==> config.mk <==
export PLATFORM = sky130hd
export DESIGN_NAME = mem_route_1x2
export DESIGN_NICKNAME = d
export VERILOG_FILES = /design/src/rtl/mem_bus_pkg.sv /design/src/rtl/bus_timeout_ctr.sv /design/src/rtl/mem_route_1x2.sv
export SDC_FILE = /design/constraint.sdc
export NUM_CORES = 1
export LEC_CHECK = 0
export ABC_AREA = 1
export BUFFER_PORTS_ARGS = -buffer_cell sky130_fd_sc_hd__buf_2
export CORE_MARGIN = 4
export CORE_UTILIZATION = 40
export CTS_CLUSTER_SIZE = 25
export DETAILED_ROUTE_END_ITERATION = 12
export HOLD_SLACK_MARGIN = 0.08
export PLACE_DENSITY = 0.77
export SLEW_MARGIN = 20
export SYNTH_ARGS = -nofsm -noshare
export SYNTH_HDL_FRONTEND = slang
export SYNTH_SLANG_ARGS = --single-unit
==> constraint.sdc <==
create_clock -name clk -period 1.4 [get_ports clk]
set_clock_uncertainty 0.05 [all_clocks]
set_input_delay 0.21 -clock clk [delete_from_list [all_inputs] [get_ports clk]]
set_output_delay 0.21 -clock clk [all_outputs]
set_load 0.1 [all_outputs]
==> src/rtl/mem_bus_pkg.sv <==
// Shared definitions for the core data-port routing fabric: router FSM
// encoding, the error-response data pattern and a counter-width helper.
package mem_bus_pkg;

    typedef enum logic [1:0] {
        ST_IDLE = 2'd0,
        ST_REQ  = 2'd1,
        ST_WAIT = 2'd2,
        ST_RSP  = 2'd3
    } route_state_e;

    localparam logic [31:0] BUS_ERR_DATA = 32'hDEAD_BEEF;

    // Ceiling log2, never below 1 so every counter keeps at least one bit.
    function automatic int unsigned clog2(input int unsigned value);
        int unsigned result;
        result = 1;
        while ((32'd1 << result) < value) result++;
        return result;
    endfunction

endpackage

==> src/rtl/bus_timeout_ctr.sv <==
// Wait-cycle counter for a bus transaction; flags the cycle in which the
// TIMEOUT-th enabled cycle is being spent.
module bus_timeout_ctr
    import mem_bus_pkg::*;
#(
    parameter int unsigned TIMEOUT = 255
) (
    input  logic clk,
    input  logic rst_n,
    input  logic clr,
    input  logic en,
    output logic expired
);

    localparam int unsigned   CW   = clog2(TIMEOUT + 1);
    localparam logic [CW-1:0] LAST = CW'(TIMEOUT - 1);

    logic [CW-1:0] count;

    // NOTE: sequential state is only ever updated with <=, so every flop samples
    // the values of the previous cycle regardless of block evaluation order.
    always_ff @(posedge clk or negedge rst_n) begin
        if (!rst_n) begin
            count <= '0;
        end else if (clr) begin
            count <= '0;
        end else if (en) begin
            count <= count + CW'(1);
        end
    end

    assign expired = en && (count == LAST);

endmodule

==> src/rtl/mem_route_1x2.sv <==
// One-outstanding load/store router: the core's data port fans out to the
// data RAM (target 0) or MMIO (target 1), with a timeout error response.
module mem_route_1x2
    import mem_bus_pkg::*;
#(
    parameter logic [31:0] SPLIT_ADDR = 32'h0001_0000,
    parameter int unsigned TIMEOUT    = 255
) (
    input  logic        clk,
    input  logic        rst_n,
    input  logic        i_req_valid,
    output logic        i_req_ready,
    input  logic [31:0] i_addr,
    input  logic [31:0] i_wdata,
    input  logic        i_we,
    input  logic [3:0]  i_wstrb,
    output logic        i_rsp_valid,
    input  logic        i_rsp_ready,
    output logic [31:0] i_rsp_rdata,
    output logic        i_rsp_err,
    output logic        i_rsp_sel,
    output logic        t0_req_valid,
    input  logic        t0_req_ready,
    output logic [31:0] t0_addr,
    output logic [31:0] t0_wdata,
    output logic        t0_we,
    output logic [3:0]  t0_wstrb,
    input  logic        t0_rsp_valid,
    input  logic [31:0] t0_rsp_rdata,
    output logic        t1_req_valid,
    input  logic        t1_req_ready,
    output logic [31:0] t1_addr,
    output logic [31:0] t1_wdata,
    output logic        t1_we,
    output logic [3:0]  t1_wstrb,
    input  logic        t1_rsp_valid,
    input  logic [31:0] t1_rsp_rdata
);

    route_state_e state, state_d;

    logic        req_ready_q, req_valid_q, rsp_valid_q;
    logic [31:0] addr_q, wdata_q, rdata_q;
    logic [3:0]  wstrb_q;
    logic        we_q, sel_q, err_q;
    logic        accept, tgt_req_ready, tgt_rsp_valid, expired;
    logic [31:0] tgt_rsp_rdata;

    // The unselected target is invisible to the FSM in every state.
    assign tgt_req_ready = sel_q ? t1_req_ready  : t0_req_ready;
    assign tgt_rsp_valid = sel_q ? t1_rsp_valid  : t0_rsp_valid;
    assign tgt_rsp_rdata = sel_q ? t1_rsp_rdata  : t0_rsp_rdata;
    assign accept        = (state == ST_IDLE) && req_ready_q && i_req_valid;

    bus_timeout_ctr #(
        .TIMEOUT (TIMEOUT)
    ) u_timeout (
        .clk     (clk),
        .rst_n   (rst_n),
        .clr     (state != ST_WAIT),
        .en      (state == ST_WAIT),
        .expired (expired)
    );

    // NOTE: state_d gets a default before the case so no path leaves it
    // unassigned and no latch is inferred.
    always_comb begin
        state_d = state;
        case (state)
            ST_IDLE: if (accept)                   state_d = ST_REQ;
            ST_REQ:  if (tgt_req_ready)            state_d = ST_WAIT;
            ST_WAIT: if (tgt_rsp_valid || expired) state_d = ST_RSP;
            ST_RSP:  if (i_rsp_ready)              state_d = ST_IDLE;
            default:                               state_d = ST_IDLE;
        endcase
    end

    // Handshake flags are registered from the next state so they line up
    // exactly with the state they describe.
    always_ff @(posedge clk or negedge rst_n) begin
        if (!rst_n) begin
            state       <= ST_IDLE;
            req_ready_q <= 1'b0;
            req_valid_q <= 1'b0;
            rsp_valid_q <= 1'b0;
        end else begin
            state       <= state_d;
            req_ready_q <= (state_d == ST_IDLE);
            req_valid_q <= (state_d == ST_REQ);
            rsp_valid_q <= (state_d == ST_RSP);
        end
    end

    // NOTE: the datapath registers are reset because they drive outputs that
    // must read zero during reset; plain storage would not need it.
    always_ff @(posedge clk or negedge rst_n) begin
        if (!rst_n) begin
            addr_q  <= '0;
            wdata_q <= '0;
            we_q    <= 1'b0;
            wstrb_q <= '0;
            sel_q   <= 1'b0;
            rdata_q <= '0;
            err_q   <= 1'b0;
        end else begin
            if (accept) begin
                addr_q  <= i_addr;
                wdata_q <= i_wdata;
                we_q    <= i_we;
                wstrb_q <= i_wstrb;
                sel_q   <= (i_addr >= SPLIT_ADDR);
            end
            // A response in the timeout cycle takes priority over the error.
            if (state == ST_WAIT) begin
                if (tgt_rsp_valid) begin
                    rdata_q <= tgt_rsp_rdata;
                    err_q   <= 1'b0;
                end else if (expired) begin
                    rdata_q <= BUS_ERR_DATA;
                    err_q   <= 1'b1;
                end
            end
        end
    end

    assign i_req_ready  = req_ready_q;
    assign i_rsp_valid  = rsp_valid_q;
    assign i_rsp_rdata  = rdata_q;
    assign i_rsp_err    = err_q;
    assign i_rsp_sel    = sel_q;

    assign t0_req_valid = req_valid_q && !sel_q;
    assign t1_req_valid = req_valid_q &&  sel_q;
    assign t0_addr      = addr_q;
    assign t0_wdata     = wdata_q;
    assign t0_we        = we_q;
    assign t0_wstrb     = wstrb_q;
    assign t1_addr      = addr_q;
    assign t1_wdata     = wdata_q;
    assign t1_we        = we_q;
    assign t1_wstrb     = wstrb_q;

endmodule

=== Word-level counts from Yosys, hierarchy flattened ===
Cells that the tools add are included.

* Bits in registers: 116
* Output and inout bits: 176

* Reduce and logical (&&, ||, !) cells: 12
* $lt $le $gt $ge: 1
* Equality and inequality tests: 7
* Add/sub/neg operators: 1
* Mux-type cells: 14

{| class="wikitable"
|+ Operator list
! cell !! count
|-
| 2-to-1 mux 32 bit || 3
|-
| >= comparator 32 x 17 -> 1 bit (second input constant) || 1
|-
| 2-to-1 mux 8 bit || 2
|-
| adder 8 x 1 -> 8 bit (second input constant) || 1
|-
| equality test 8 bit (second input constant) || 1
|-
| 2-to-1 mux 2 bit || 4
|-
| one-hot mux 2 bit (4 select lines) || 1
|-
| equality test 2 bit (second input constant) || 3
|-
| logical AND 1 bit || 5
|-
| equality test 2 x 1 -> 1 bit (second input constant) || 2
|-
| logical NOT 2 bit || 2
|-
| 2-to-1 mux 1 bit || 4
|-
| nonzero test 2 bit || 2
|-
| inequality test 2 bit (second input constant) || 1
|-
| AND reduction 2 bit || 1
|-
| logical NOT 1 bit || 1
|-
| logical OR 1 bit || 1
|}

=== Logic depth before layout (Yosys ltp) ===
* Depth after elaboration: 6
* Mapped depth: 10
* Gate-level depth less buffers: 10

=== Modules after synthesis ===
Synthesis repeated with hierarchy kept, for this count alone.

* Cells, all modules: 701
* Area total of the unflattened synthesis: 5728.0 sq um

{| class="wikitable"
|+ By module, submodules not included
! module !! cells an instance !! times used !! area each (sq um)
|-
| mem_route_1x2 || 637 || 1 || 5253.8
|-
| bus_timeout_ctr || 64 || 1 || 474.2
|}

=== Worst setup path after synthesis ===
OpenSTA, ideal clock, no wires.

* Path type: register -> output
* Start point: register sel_q, in the netlist i_rsp_sel
* End point: output port t0_req_valid
* Required time: 1.140 ns
* Arrival time: 2.554 ns
* Stages on the path, launching flop included: 4
* Path slack: -1.414 ns
* Cell sequence: dfrtp_1 -> buf_4 -> clkbuf_1 -> nor2_1

* Longest elaborated chain between the ends: 2

{| class="wikitable"
|+ Ends and longest elaborated chain
! element !! RTL line !! RTL
|-
| start: declaration || mem_route_1x2.sv:45 || <nowiki>logic we_q, sel_q, err_q;</nowiki>
|-
| start signal: assignment || mem_route_1x2.sv:111 || <nowiki>sel_q <= (i_addr >= SPLIT_ADDR);</nowiki>
|-
| logical NOT 1 bit || mem_route_1x2.sv:132 || <nowiki>assign t0_req_valid = req_valid_q && !sel_q;</nowiki>
|-
| logical AND 1 bit || mem_route_1x2.sv:132 ||
|-
| end: declaration || mem_route_1x2.sv:22 || <nowiki>output logic t0_req_valid,</nowiki>
|}

No other way between the ends.

=== Final worst setup path ===
* Start point: register sel_q, in the netlist i_rsp_sel
* End point: output port t1_req_valid

* Longest elaborated chain between the ends: 1

{| class="wikitable"
|+ Ends and longest elaborated chain
! element !! RTL line !! RTL
|-
| logical AND 1 bit || mem_route_1x2.sv:133 || <nowiki>assign t1_req_valid = req_valid_q && sel_q;</nowiki>
|-
| end: declaration || mem_route_1x2.sv:30 || <nowiki>output logic t1_req_valid,</nowiki>
|}

No other way between the ends.

==> results.sh <==
export IMPL_end_kind="primary output"
export IMPL_ys_seq_area_frac=0.523
export IMPL_wl_per_cell_um=17.0
export IMPL_outcome="finished, violations left"
export IMPL_synth_common_cells="nand2_1 (268), dfrtp_1 (116), buf_4 (73), inv_1 (43), nor2_1 (28)"
export IMPL_ant_nets=0
export IMPL_whs_ns=0.0967
export IMPL_synth_edff_count=0
export IMPL_drt_wl_total_mm=20.3
export IMPL_insertion_delay_ns=0.40
export IMPL_layoutNonFillerInstCount=1197
export IMPL_synthArstFlopShare=1.00
export IMPL_drc_errors=0
export IMPL_startpoint="i_rsp_sel"
export IMPL_hold_start="i_addr[17]"
export IMPL_core_um2=13400
export IMPL_port_buffers=316
export IMPL_htree_levels=4
export IMPL_area_delta_synth_final_pct=71.4
export IMPL_drive_gt1_frac=0.490
export IMPL_synth_top_family_by_area="simple AND/OR/NAND/NOR gates"
export IMPL_synth_fa_ha_area_frac=0.00451
export IMPL_synth_nets=794
export IMPL_hold_viol_final=0
export IMPL_io_pins=317
export IMPL_max_slew_margin=0.795
export IMPL_rows=42
export IMPL_antenna_found_initial=0
export IMPL_setup_viol=38
export IMPL_critPathLaunchType="flop"
export IMPL_tritoncts="built"
export IMPL_first_global_vias=5757
export IMPL_crit_required_ns=1.14
export IMPL_min_period_ns=1.62
export IMPL_r2r_slack_ns=-0.13
export IMPL_synthesis_area_um2=5550
export IMPL_fp_dieW_um=126
export IMPL_hold_path_end="t0_addr[17]"
export IMPL_synthMuxAreaShare=0
export IMPL_r2r_cells=8
export IMPL_synth_compound_area_frac=0.0804
export IMPL_fin_crit_sh=1.16
export IMPL_drtIter0Drc=358
export IMPL_yosysMostFrequentCell="nand2_1"
export IMPL_numCtsBuffers=17
export IMPL_initial_utilization=0.414
export IMPL_worst_ep_arrival_time_ns=1.36
export IMPL_dp_hpwl_mm=12.0
export IMPL_hold_depth=3
export IMPL_synth_warnings=0
export IMPL_die_area_um2=15800
export IMPL_synth_top_cells_by_area="dfrtp_1 (52%), nand2_1 (18%), buf_4 (9.9%)"
export IMPL_fin_area_um2=9520
export IMPL_routed_via_count=5608
export IMPL_failed_checks="negative setup slack"
export IMPL_critPathMaxFanout=4
export IMPL_hold_class="in2reg"
export IMPL_ys_flop_type="dfrtp_1"
export IMPL_tns_ns=-3.53
export IMPL_synth_simple_gate_area_frac=0.234
export IMPL_vias_per_cell=4.69
export IMPL_grt_usage=0.238
export IMPL_max_cap_violations=0
export IMPL_worstSetupPathType="reg2out"
export IMPL_synth_top_area_share=0.523
export IMPL_die_h_um=126
export IMPL_grt_pass1_wl_mm=30.1
export IMPL_synthCells=651
export IMPL_worst_pin_slew_ns=0.307
export IMPL_grt_overflow_total=0
export IMPL_place_congestion=0.816
export IMPL_rsz0062_at_grt="yes"
export IMPL_synth_largest_area_cell="dfrtp_1"
export IMPL_synth_cell_types=28
export IMPL_syn_avg_cell_area_um2=8.53
export IMPL_regToRegStartpoint="i_rsp_sel"
export IMPL_fin_ws_ns=-0.217
export IMPL_ys_ff_latch=116
export IMPL_clock_tree_buffer_depth=2
export IMPL_diodes=0
export IMPL_num_nets_final=1151
export IMPL_synth_xor_area_frac=0.00158
export IMPL_slew_violations=0
export IMPL_cts_sinks=116
export IMPL_max_freq_ghz=0.618
export IMPL_grt_max_degree=77
export IMPL_clockRootBuffer="clkbuf_16"
export IMPL_dp_cells=1068
export IMPL_dpl_cell_area_um2=7290
export IMPL_r2r_end="i_rsp_rdata[29]"
export IMPL_cts_clk_slew_worst_paths_ns=0.05
export IMPL_drt_first_pass_iters=4
-- metrics by stage --
step	setup WS [ns]	util
floorplan	-0.288	-
global placement	-0.00463	0.544
detailed placement	-0.0398	0.544
CTS	-0.231	0.693
global route	-0.275	0.710
finish	-0.217	0.710
-- critical path: stages, from the launching register on --
cell and delay [ns]:
dfrtp_4 0.50, buf_8 0.14, nand2_4 0.05, clkinvlp_4 0.08, buf_12 0.17
-- what timing repair did --
| item | CTS | global route |
|---|---|---|
| resized for setup | 179 | 37 |
| pin swaps | 4 | 8 |
| hold endpoints to repair | 192 | 0 |
| setup buffers | 5 | 5 |
| setup endpoints to repair | 196 | 114 |
| gates cloned | 3 | 3 |
| hold buffers | 81 | 0 |
-- layout make-up --
| class | count | area [um2] |
|---|---|---|
| clock buffers | 23 | 498 |
| clock inverters | 9 | 125 |
| fillers | 901 | 3880 |
| inverters | 45 | 180 |
| multi-input cells | 394 | 1920 |
| flip-flops and latches | 116 | 3000 |
| well taps | 176 | 220 |
| repair buffers | 434 | 3580 |
-- flip-flops by register name, summed over array words and instances, names as in the netlist --
signal / flops
t0_wdata: 32
i_rsp_sel: 1
u_timeout.count: 8
i_rsp_err: 1
state: 2
i_rsp_rdata: 32
i_rsp_valid: 1
t0_addr: 32
t0_we: 1
t0_wstrb: 4
i_req_ready: 1
req_valid_q: 1
-- how the worst max path moves through the flow --
| stage | endpoint | slack, ns | cells past startpoint |
|---|---|---|---|
| floorplan | t1_req_valid | -0.29 | 4 |
| global placement | i_rsp_rdata[7] | -0.005 | 5 |
| detailed placement | i_rsp_rdata[16] | -0.04 | 5 |
| CTS | t1_req_valid | -0.23 | 4 |
| global route | t1_req_valid | -0.28 | 4 |
| finish | t1_req_valid | -0.22 | 4 |
-- metal layers --
metal,vias up,part of all wire,global-route usage
met5,-,0,0
met4,0,0.028,0.0801
met3,47,0.067,0.0673
met2,253,0.54,0.429
met1,2639,0.37,0.271
li1,2669,-,-
-- cells in the final DEF, fill, tap and decap left out, drive strengths merged --
cell type    Yosys  final
o21ai           29     29
dfrtp          116    116
buf             92    350
or2              8      8
nand3            5      5
nand2          270    271
dlygate4sd3      0     81
clkbuf           5     26
xor2             1      1
a22oi           14     14
clkinvlp         0      3
a21boi          14     14
inv             45     44
a21oi            4      4
clkinv           0      4
ha               2      2
bufinv           0      3
o211ai           9      9
nor3             3      3
nor2            30     30
nand4            4      4
-- logic make-up (layout without fill, tap and decap cells) --
family,count (synthesis),in the layout
flops,116,116
compound gates,70,70
fa+ha+maj,2,2
simple gates,320,321
xor+xnor,1,1
buf+inv,142,511
Power is not shown: default switching activity piles up to over one toggle a cycle in this logic, so the estimate is an artifact.
